`src/rtl/satd_pkg.sv`:
```
`default_nettype none
// +----------------------------------------------------------------------+
// | Package     : satd_pkg                                               |
// | Description : Shared types, default widths and the saturating adder  |
// |               used by the SATD candidate accumulator.                |
// | Revision    : 1.0 - initial release                                  |
// +----------------------------------------------------------------------+
package satd_pkg;

   localparam int C_SATD_W       = 16;
   localparam int C_ACC_W        = 24;
   localparam int C_ID_W         = 4;
   localparam int C_LAMBDA_SHIFT = 4;

   typedef enum logic [1:0] {
      IDLE  = 2'd0,
      RUN   = 2'd1,
      FLUSH = 2'd2,
      DONE  = 2'd3
   } state_t;

   // Unsigned add clamped to 2^width-1; operands are zero-extended to 32 bits
   // by the caller and the result is truncated back to width by the caller.
   function automatic logic [31:0] sat_add(input logic [31:0] a,
                                           input logic [31:0] b,
                                           input int          width);
      logic [32:0] sum;
      logic [32:0] lim;
      sum = {1'b0, a} + {1'b0, b};
      lim = (33'd1 << width) - 33'd1;
      return (sum > lim) ? lim[31:0] : sum[31:0];
   endfunction

endpackage
`default_nettype wire

```
`src/rtl/satd_min_tracker.sv`:
```
`default_nettype none
// +----------------------------------------------------------------------+
// | Module      : satd_min_tracker                                       |
// | Description : Registered strict-less-than compare that keeps the     |
// |               lowest candidate cost and its id; ties keep the        |
// |               earlier id. clear restores the "no best yet" state.    |
// | Revision    : 1.0 - initial release                                  |
// +----------------------------------------------------------------------+
module satd_min_tracker
   import satd_pkg::*;
#(
   parameter int ACC_W = C_ACC_W,
   parameter int ID_W  = C_ID_W
) (
   input  logic             clk,
   input  logic             rst_n,
   input  logic             clear,
   input  logic             in_valid,
   input  logic [ACC_W-1:0] in_cost,
   input  logic [ID_W-1:0]  in_id,
   output logic [ACC_W-1:0] best_cost,
   output logic [ID_W-1:0]  best_id
);

   // Best-so-far register; clear wins over a coincident candidate.
   always_ff @(posedge clk or negedge rst_n) begin
      if (!rst_n) begin
         best_cost <= '1;
         best_id   <= '0;
      end else if (clear) begin
         best_cost <= '1;
         best_id   <= '0;
      end else if (in_valid && (in_cost < best_cost)) begin
         best_cost <= in_cost;
         best_id   <= in_id;
      end
   end

endmodule
`default_nettype wire

```
`src/rtl/satd_cand_accum.sv`:
```
`default_nettype none
// +----------------------------------------------------------------------+
// | Module      : satd_cand_accum                                        |
// | Description : Sums 2^blk_log2 4x4 SATD beats per affine candidate    |
// |               with saturation, emits each candidate cost and tracks  |
// |               the minimum-cost candidate over a search.              |
// | Options     : SATD_RATE_COST_EN adds lambda/mvd_bits inputs and a    |
// |               rate term (lambda*mvd_bits)>>4 to every cost.          |
// | Revision    : 1.0 - initial release                                  |
// +----------------------------------------------------------------------+
module satd_cand_accum
   import satd_pkg::*;
#(
   parameter int SATD_W = C_SATD_W,
   parameter int ACC_W  = C_ACC_W,
   parameter int ID_W   = C_ID_W
) (
   input  logic              clk,
   input  logic              rst_n,
   input  logic              start,
   input  logic [3:0]        blk_log2,
   input  logic              sub_valid,
   input  logic [SATD_W-1:0] sub_satd,
   input  logic [ID_W-1:0]   sub_cand_id,
   input  logic              sub_cand_last,
`ifdef SATD_RATE_COST_EN
   input  logic [15:0]       lambda,
   input  logic [7:0]        mvd_bits,
`endif
   output logic              cand_valid,
   output logic [ACC_W-1:0]  cand_cost,
   output logic [ACC_W-1:0]  best_cost,
   output logic [ID_W-1:0]   best_id,
   output logic              busy,
   output logic              done
);

   state_t           r_state;
   state_t           w_state_nxt;
   logic [3:0]       r_blk_log2;
   logic [8:0]       r_beat_cnt;
   logic [8:0]       w_beat_max;
   logic [ACC_W-1:0] r_acc;
   logic [ACC_W-1:0] w_acc_nxt;
   logic [ACC_W-1:0] w_cost;
   logic [ID_W-1:0]  r_cand_id;
   logic [ID_W-1:0]  w_cand_id;
   logic [ID_W-1:0]  r_cost_id;
   logic             r_cand_last;
   logic             w_cand_last;
   logic             w_beat;
   logic             w_first;
   logic             w_final;

   // Beat qualification; start takes the cycle so a coincident beat is dropped.
   always_comb begin
      w_beat_max  = 9'((10'd1 << r_blk_log2) - 10'd1);
      w_beat      = sub_valid && !start && (r_state == RUN);
      w_first     = (r_beat_cnt == 9'd0);
      w_final     = w_beat && (r_beat_cnt == w_beat_max);
      w_cand_id   = w_first ? sub_cand_id   : r_cand_id;
      w_cand_last = w_first ? sub_cand_last : r_cand_last;
      w_acc_nxt   = w_first ? ACC_W'(sub_satd)
                            : ACC_W'(sat_add(32'(r_acc), 32'(sub_satd), ACC_W));
   end

`ifdef SATD_RATE_COST_EN
   logic [15:0] r_lambda;
   logic [7:0]  r_mvd;
   logic [15:0] w_lambda;
   logic [7:0]  w_mvd;
   logic [23:0] w_rate_prod;

   // Rate term uses the beat-0 lambda/mvd, taken live when beat 0 is also final.
   always_comb begin
      w_lambda    = w_first ? lambda   : r_lambda;
      w_mvd       = w_first ? mvd_bits : r_mvd;
      w_rate_prod = 24'(w_lambda) * 24'(w_mvd);
      w_cost      = ACC_W'(sat_add(32'(w_acc_nxt),
                                   32'(w_rate_prod >> C_LAMBDA_SHIFT), ACC_W));
   end

   // Hold the rate inputs for the remaining beats of the candidate.
   always_ff @(posedge clk or negedge rst_n) begin
      if (!rst_n) begin
         r_lambda <= '0;
         r_mvd    <= '0;
      end else if (w_beat && w_first) begin
         r_lambda <= lambda;
         r_mvd    <= mvd_bits;
      end
   end
`else
   // Without the rate term the candidate cost is the SATD sum alone.
   always_comb begin
      w_cost = w_acc_nxt;
   end
`endif

   // FSM state register.
   always_ff @(posedge clk or negedge rst_n) begin
      if (!rst_n) begin
         r_state <= IDLE;
      end else begin
         r_state <= w_state_nxt;
      end
   end

   // Next-state logic; start restarts the search from any state.
   always_comb begin
      w_state_nxt = r_state;
      if (start) begin
         w_state_nxt = RUN;
      end else begin
         case (r_state)
            IDLE:    w_state_nxt = IDLE;
            RUN:     if (w_final && w_cand_last) w_state_nxt = FLUSH;
            FLUSH:   w_state_nxt = DONE;
            DONE:    w_state_nxt = IDLE;
            default: w_state_nxt = IDLE;
         endcase
      end
   end

   // Beat counter, accumulator and per-candidate context capture.
   always_ff @(posedge clk or negedge rst_n) begin
      if (!rst_n) begin
         r_blk_log2  <= '0;
         r_beat_cnt  <= '0;
         r_acc       <= '0;
         r_cand_id   <= '0;
         r_cand_last <= 1'b0;
      end else if (start) begin
         r_blk_log2  <= blk_log2;
         r_beat_cnt  <= '0;
         r_acc       <= '0;
      end else if (w_beat) begin
         r_acc       <= w_acc_nxt;
         r_beat_cnt  <= w_final ? 9'd0 : r_beat_cnt + 9'd1;
         if (w_first) begin
            r_cand_id   <= sub_cand_id;
            r_cand_last <= sub_cand_last;
         end
      end
   end

   // Completed-candidate output register, one cycle after the final beat.
   always_ff @(posedge clk or negedge rst_n) begin
      if (!rst_n) begin
         cand_valid <= 1'b0;
         cand_cost  <= '0;
         r_cost_id  <= '0;
      end else begin
         cand_valid <= w_final;
         if (w_final) begin
            cand_cost <= w_cost;
            r_cost_id <= w_cand_id;
         end
      end
   end

   // Status flags decoded from the registered state.
   always_comb begin
      busy = (r_state == RUN) || (r_state == FLUSH);
      done = (r_state == DONE);
   end

   satd_min_tracker #(
      .ACC_W (ACC_W),
      .ID_W  (ID_W)
   ) u_min_tracker (
      .clk       (clk),
      .rst_n     (rst_n),
      .clear     (start),
      .in_valid  (cand_valid),
      .in_cost   (cand_cost),
      .in_id     (r_cost_id),
      .best_cost (best_cost),
      .best_id   (best_id)
   );

endmodule
`default_nettype wire

```
`config.mk`:
```
export PLATFORM = sky130hd
export DESIGN_NAME = satd_cand_accum
export DESIGN_NICKNAME = d
export VERILOG_FILES = /design/src/rtl/satd_pkg.sv /design/src/rtl/satd_min_tracker.sv /design/src/rtl/satd_cand_accum.sv
export SDC_FILE = /design/constraint.sdc
export NUM_CORES = 1
export LEC_CHECK = 0
export BUFFER_PORTS_ARGS = -buffer_cell sky130_fd_sc_hd__buf_2
export CAP_MARGIN = 20
export CORE_ASPECT_RATIO = 1.4
export CORE_MARGIN = 2
export CORE_UTILIZATION = 45
export CTS_CLUSTER_DIAMETER = 50
export DETAILED_ROUTE_END_ITERATION = 12
export SETUP_SLACK_MARGIN = 0.3
export SLEW_MARGIN = 15
export SYNTH_ARGS = -nofsm -noshare
export SYNTH_HDL_FRONTEND = slang
export SYNTH_SLANG_ARGS = --single-unit
```
`constraint.sdc`:
```
create_clock -name clk -period 3.25 [get_ports clk]
set_input_delay 0.65 -clock clk [delete_from_list [all_inputs] [get_ports clk]]
set_output_delay 0.65 -clock clk [all_outputs]
set_load 0.1 [all_outputs]
```
# Word-level counts from Yosys, hierarchy flattened

Index checks and enable logic that the tools add are counted.

Logic and storage cells: 52
Output and inout bits: 55
Input bits: 29
Register bits after elaboration: 101

Reductions and logical operators: 13
$add $sub $neg: 3
Multiplexer cells: 16
Equal/unequal tests: 5
Bitwise operators: 1
Magnitude comparators: 2
Shift operators: 1

Operators by type and width:

| operator                                              | count |
|---|---|
| 2-to-1 mux 24 bit                                     | 6 |
| 2-to-1 mux 9 bit                                      | 3 |
| adder 24 x 16 -> 25 bit                               | 1 |
| > comparator 25 x 24 -> 1 bit (second input constant) | 1 |
| < comparator 24 bit                                   | 1 |
| 2-to-1 mux 4 bit                                      | 3 |
| adder 9 x 1 -> 9 bit (second input constant)          | 1 |
| == test 9 bit                                         | 1 |
| logical NOT 9 bit                                     | 1 |
| << shifter 1 x 4 -> 9 bit (first input constant)      | 1 |
| subtractor 9 x 1 -> 9 bit (second input constant)     | 1 |
| one-hot mux 2 bit (3 select lines)                    | 1 |
| logical AND 1 bit                                     | 5 |
| == test 2 bit (second input constant)                 | 2 |
| 2-to-1 mux 2 bit                                      | 2 |
| nonzero test 2 bit                                    | 2 |
| inequality test 3 bit (second input constant)         | 1 |
| == test 2 x 1 -> 1 bit (second input constant)        | 1 |
| logical NOT 2 bit                                     | 1 |
| AND reduction 2 bit                                   | 1 |
| OR reduction 2 bit                                    | 1 |
| logical NOT 1 bit                                     | 1 |
| logical OR 1 bit                                      | 1 |
| 2-to-1 mux 1 bit                                      | 1 |
| NOT 1 bit                                             | 1 |

# Logic depth before layout (Yosys ltp)

Depth after elaboration: 8
Mapped depth: 13
Gate-level depth less buffers: 10

# By module

From an unflattened synthesis, not the netlist that was laid out.

Cells, all modules: 742
Area, all modules: 6670.1 sq um

Modules (own cells, without submodules):

| module           | instances | cells an instance | area an instance (sq um) |
|---|---|---|---|
| satd_cand_accum  | 1         | 540               | 4760.8 |
| satd_min_tracker | 1         | 202               | 1909.3 |

# Worst setup path after synthesis

OpenSTA, ideal clock, no wires.

Path type: flip-flop to flip-flop
Start: register cand_cost[17]
End: register u_min_tracker.best_cost[16]
Period minus slack after synthesis: 2912 ps
Setup slack: 338 ps
Path buffers: 2
Arrival: 2837 ps
Cell stages (with the launch flop): 11
Cell sequence: dfrtp_1 > ha_1 > a21o_1 > a21o_1 > a21o_1 > a211oi_1 > o21ai_0 > a31oi_1 > buf_4 > buf_4 > mux2i_1

Word-level cells in the longest chain between the ends: 3

RTL lines:

| item                         | line                   | text |
|---|---|---|
| start, declared              | satd_cand_accum.sv:31  | `output logic [ACC_W-1:0] cand_cost,` |
| start signal, assigned       | satd_cand_accum.sv:156 | `cand_cost <= w_cost;` |
| < comparator 24 bit          | satd_min_tracker.sv:33 | `end else if (in_valid && (in_cost < best_cost)) begin` |
| logical AND 1 bit            | satd_min_tracker.sv:33 |  |
| nonzero test 2 bit (no line) | n/a                    |  |
| end signal, assigned         | satd_min_tracker.sv:34 | `best_cost <= in_cost;` |
| end, declared                | satd_min_tracker.sv:21 | `output logic [ACC_W-1:0] best_cost,` |

Every way passes these cells.
A chain may end at the register's enable or synchronous reset.

# Worst setup path after layout

Start: register r_blk_log2[3]
End: register cand_cost[17]

Word-level cells in the longest chain between the ends: 4

RTL lines:

| item                      | line                   | text |
|---|---|---|
| start, declared           | satd_cand_accum.sv:40  | `logic [3:0] r_blk_log2;` |
| start signal, assigned    | satd_cand_accum.sv:134 | `r_blk_log2 <= blk_log2;` |
| << shifter 1 x 4 -> 9 bit | satd_cand_accum.sv:57  | `w_beat_max = 9'((10'd1 << r_blk_log2) - 10'd1);` |
| subtractor 9 x 1 -> 9 bit | satd_cand_accum.sv:57  |  |
| == test 9 bit             | satd_cand_accum.sv:60  | `w_final = w_beat && (r_beat_cnt == w_beat_max);` |
| logical AND 1 bit         | satd_cand_accum.sv:60  |  |

Every way passes these cells.

==> flow_metrics.py <==
metrics = {
    "status": {
        "outcome": "complete, no violations",
    },
    "floorplan": {
        "initial_core_util": 0.460,
        "io_pins": 84,
        "rows": 51,
        "die_w_um": 105,
        "core_um2": 14000,
        "die_h_um": 145,
        "design.die.area_um2": 15300,
    },
    "placement": {
        "gp_congestion": 0.854,
        "dp_hpwl_um": 11700,
        "portBuffers": 83,
        "place_area_um2": 7110,
        "dpl.cell_count": 931,
    },
    "power_and_ir_drop": {
        "power.internal_uw": 2730,
        "power_frac_clock": 0.277,
        "switching_share": 0.366,
        "peakVddDrop_mv": 0.447,
        "seqPwrFrac": 0.340,
        "switching_power_uw": 1580,
        "combinationalPowerShare": 0.382,
        "finalPower_uw": 4310,
        "powerDensity_nw_per_um2": 576,
        "p_leak_uw": 0.00372,
    },
    "setup_path": {
        "critPathTopFamily": "compound AO/OA/AOI/OAI gates",
        "cp_data_required_time_ps": 3480,
        "crit_fanout": 21,
        "worst-endpoint-arrival_ps": 3060,
        "worstSetupStartpointType": "flip-flop",
        "endpoint_kind": "flip-flop",
        "path_class": "flip-flop to flip-flop",
        "cpPeakStageDelay_ps": 560,
        "cp_cell_sequence": "or4_4 -> ha_2 -> a21o_1 -> a221oi_1 -> o32a_1 -> nand3_4 -> buf_4 -> a22o_1",
        "cp_slowest_cell": "or4_4",
        "worst-path-buf-inv": 1,
    },
    "finish": {
        "layout-drive-gt1-share": 0.247,
        "mostFrequentLayoutCell": "buf_2",
        "final_util": 0.536,
        "fill_cells": 1292,
        "layout.nets": 832,
        "insertedDiodeCount": 0,
        "final_cell_mix": "buf_2 (82), nor2_1 (80), dfrtp_1 (77), nand2_1 (49), ha_1 (44)",
        "layoutNonFillerInstCount": 947,
        "stdcell_area_um2": 7480,
        "multi_input_area_um2": 3580,
        "seq_area_um2": 2560,
        "areaGrowthSynthToFinish_pct": 16.3,
    },
    "synthesis": {
        "syn_inst": 676,
        "netlist_area_um2": 6430,
        "synth-async-reset-ratio": 1.00,
        "ys_types": 74,
        "synth-edff-count": 0,
        "yosys_register_bits": 101,
        "ys.flop_type": "dfrtp_1",
        "syn_nets": 751,
        "yosys_warnings": 0,
        "syn_area_per_cell_um2": 9.52,
        "seq_area_frac_synth": 0.398,
    },
    "clock_tree": {
        "clock-root-buffer": "clkbuf_16",
        "cts.sinks": 101,
        "cts.clk_slew.worst_paths_ps": 70,
        "clockBufferDepth": 2,
        "hold_buffers": 0,
        "clkLatencyLatePin_ps": 350,
        "cts_tree": "yes",
        "cts_htree_levels": 3,
        "cts_made_buffers": 9,
    },
    "timing": {
        "hold_viol": 0,
        "rsz0062_at_grt": "yes",
        "period_minus_slack_ps": 2820,
        "period_share": 0.868,
        "fin_skew_ps": 5.87,
        "maxSlewHeadroom": 0.477,
        "timing.hold.ws_ps": 349,
        "worst_slew_pin_slew_ps": 765,
        "setup_viol": 0,
        "drv_slew": 0,
        "fmax_ghz": 0.354,
    },
    "routing": {
        "detail-route-antenna-nets": 0,
        "dr.first_iter.drc_count": 329,
        "drcViolationCount": 0,
        "wl_um": 15800,
        "via_per_inst": 5.58,
        "vias": 5286,
        "wire_per_inst_um": 16.7,
        "drt_first_pass_iters": 4,
    },
    "grt": {
        "grt_pass1_wl_um": 26400,
        "grt_use_total": 0.211,
        "gr-total-overflow": 0,
        "grt_pass1_vias": 5294,
        "antenna_found_initial": 0,
        "grt_max_degree": 65,
    },
    "worst_hold_path": {
        "min_path_type": "primary input to async pin",
    },
    "flow_run": {
        "cap_violations": 0,
    },
}
[metrics by stage]
stage,setup WS [ps],TNS [ps]
final,428,0
after global routing,273,0
after detailed placement,-40.7,-92.6
after global placement,56.7,0
after CTS,321,0
after floorplan,338,0
[cell families (layout without fill, tap and decap cells)]
family / after synthesis / count (layout) / synth area share
simple gates: 206 / 206 / 0.154
fa+ha+maj: 46 / 46 / 0.0906
xor+xnor: 17 / 17 / 0.0231
flops: 101 / 101 / 0.398
mux: 52 / 52 / 0.0856
compound gates: 181 / 181 / 0.196
buf+inv: 73 / 159 / 0.0529
[what timing repair did]
item / in CTS / in global routing
pin swaps: 0 / 1
setup buffers: 0 / 0
endpoints found under the setup margin: 6 / 41
gates resized for setup: 1 / 7
[power by group through the flow]
stage                     logic (uW)  clock network [uW]  registers, uW
after floorplan                 1210                   0           1470
after global placement          1590                   0           1480
after detailed placement        1630                   0           1490
after CTS                       1640                1220           1470
after global routing            1820                1270           1480
final                           1650                1190           1470
[worst paths after layout]
| path | startpoint | end | slack, ps | cells past startpoint |
|---|---|---|---|---|
| max reg2reg | r_blk_log2[3] | cand_cost[17] | 430 | 8 |
| max | r_blk_log2[3] | cand_cost[17] | 430 | 8 |
| min in group clk | r_acc[12] | r_acc[12] | 490 | 2 |
| min | rst_n | cand_cost[23] | 350 | 1 |
| min reg2reg | r_acc[12] | r_acc[12] | 490 | 2 |
| max in group asynchronous | rst_n | u_min_tracker.best_cost[15] | 2170 | 2 |
[synth_stat cells (all sizes together), types with 4 or more instances]
master  number  area share
a211oi       5      0.0066
a21o        14       0.016
a21oi       32       0.027
a22o        13       0.018
a31oi       15       0.015
a32o         4      0.0062
a41oi        4      0.0054
and3        13       0.013
buf         17       0.020
clkbuf      21       0.012
dfrtp       77        0.30
dfstp       24       0.098
ha          45       0.088
inv         35       0.020
mux2        18       0.033
mux2i       34       0.053
nand2       50       0.030
nand2b      20       0.019
nand3       14       0.012
nand4        4      0.0039
nor2        80       0.047
nor2b        4      0.0039
o211ai       4      0.0047
o21a         8      0.0093
o21ai       39       0.031
o22a         5      0.0068
o22ai        4      0.0039
o31ai       14       0.016
or4          4      0.0058
xnor2        9       0.012
xor2         8       0.011
[routing by layer]
layer / track usage / up-vias / routed length (um)
met5: 0 / - / 0
met4: 0.0513 / 0 / 221
met3: 0.0340 / 18 / 674
met2: 0.365 / 105 / 7920
met1: 0.277 / 2558 / 7000
li1: - / 2605 / -
[final cells by class]
| cell class | instances | share of cell area |
|---|---|---|
| Multi-Input combinational cell | 502 | 0.479 |
| Sequential cell | 101 | 0.342 |
| Inverter | 35 | 0.0182 |
| Clock inverter | 6 | 0.0125 |
| Timing Repair Buffer | 108 | 0.0859 |
| Tap cell | 185 | 0.0309 |
| Clock buffer | 10 | 0.0319 |
[sequential cells by signal (all words and copies together) (netlist names)]
signal / count
r_acc: 24
r_cand_id: 4
r_cost_id: 4
r_cand_last: 1
u_min_tracker.best_id: 4
r_blk_log2: 4
r_beat_cnt: 9
cand_cost: 24
cand_valid: 1
r_state: 2
u_min_tracker.best_cost: 24
Note: power is estimated with default switching activity, not from simulation.
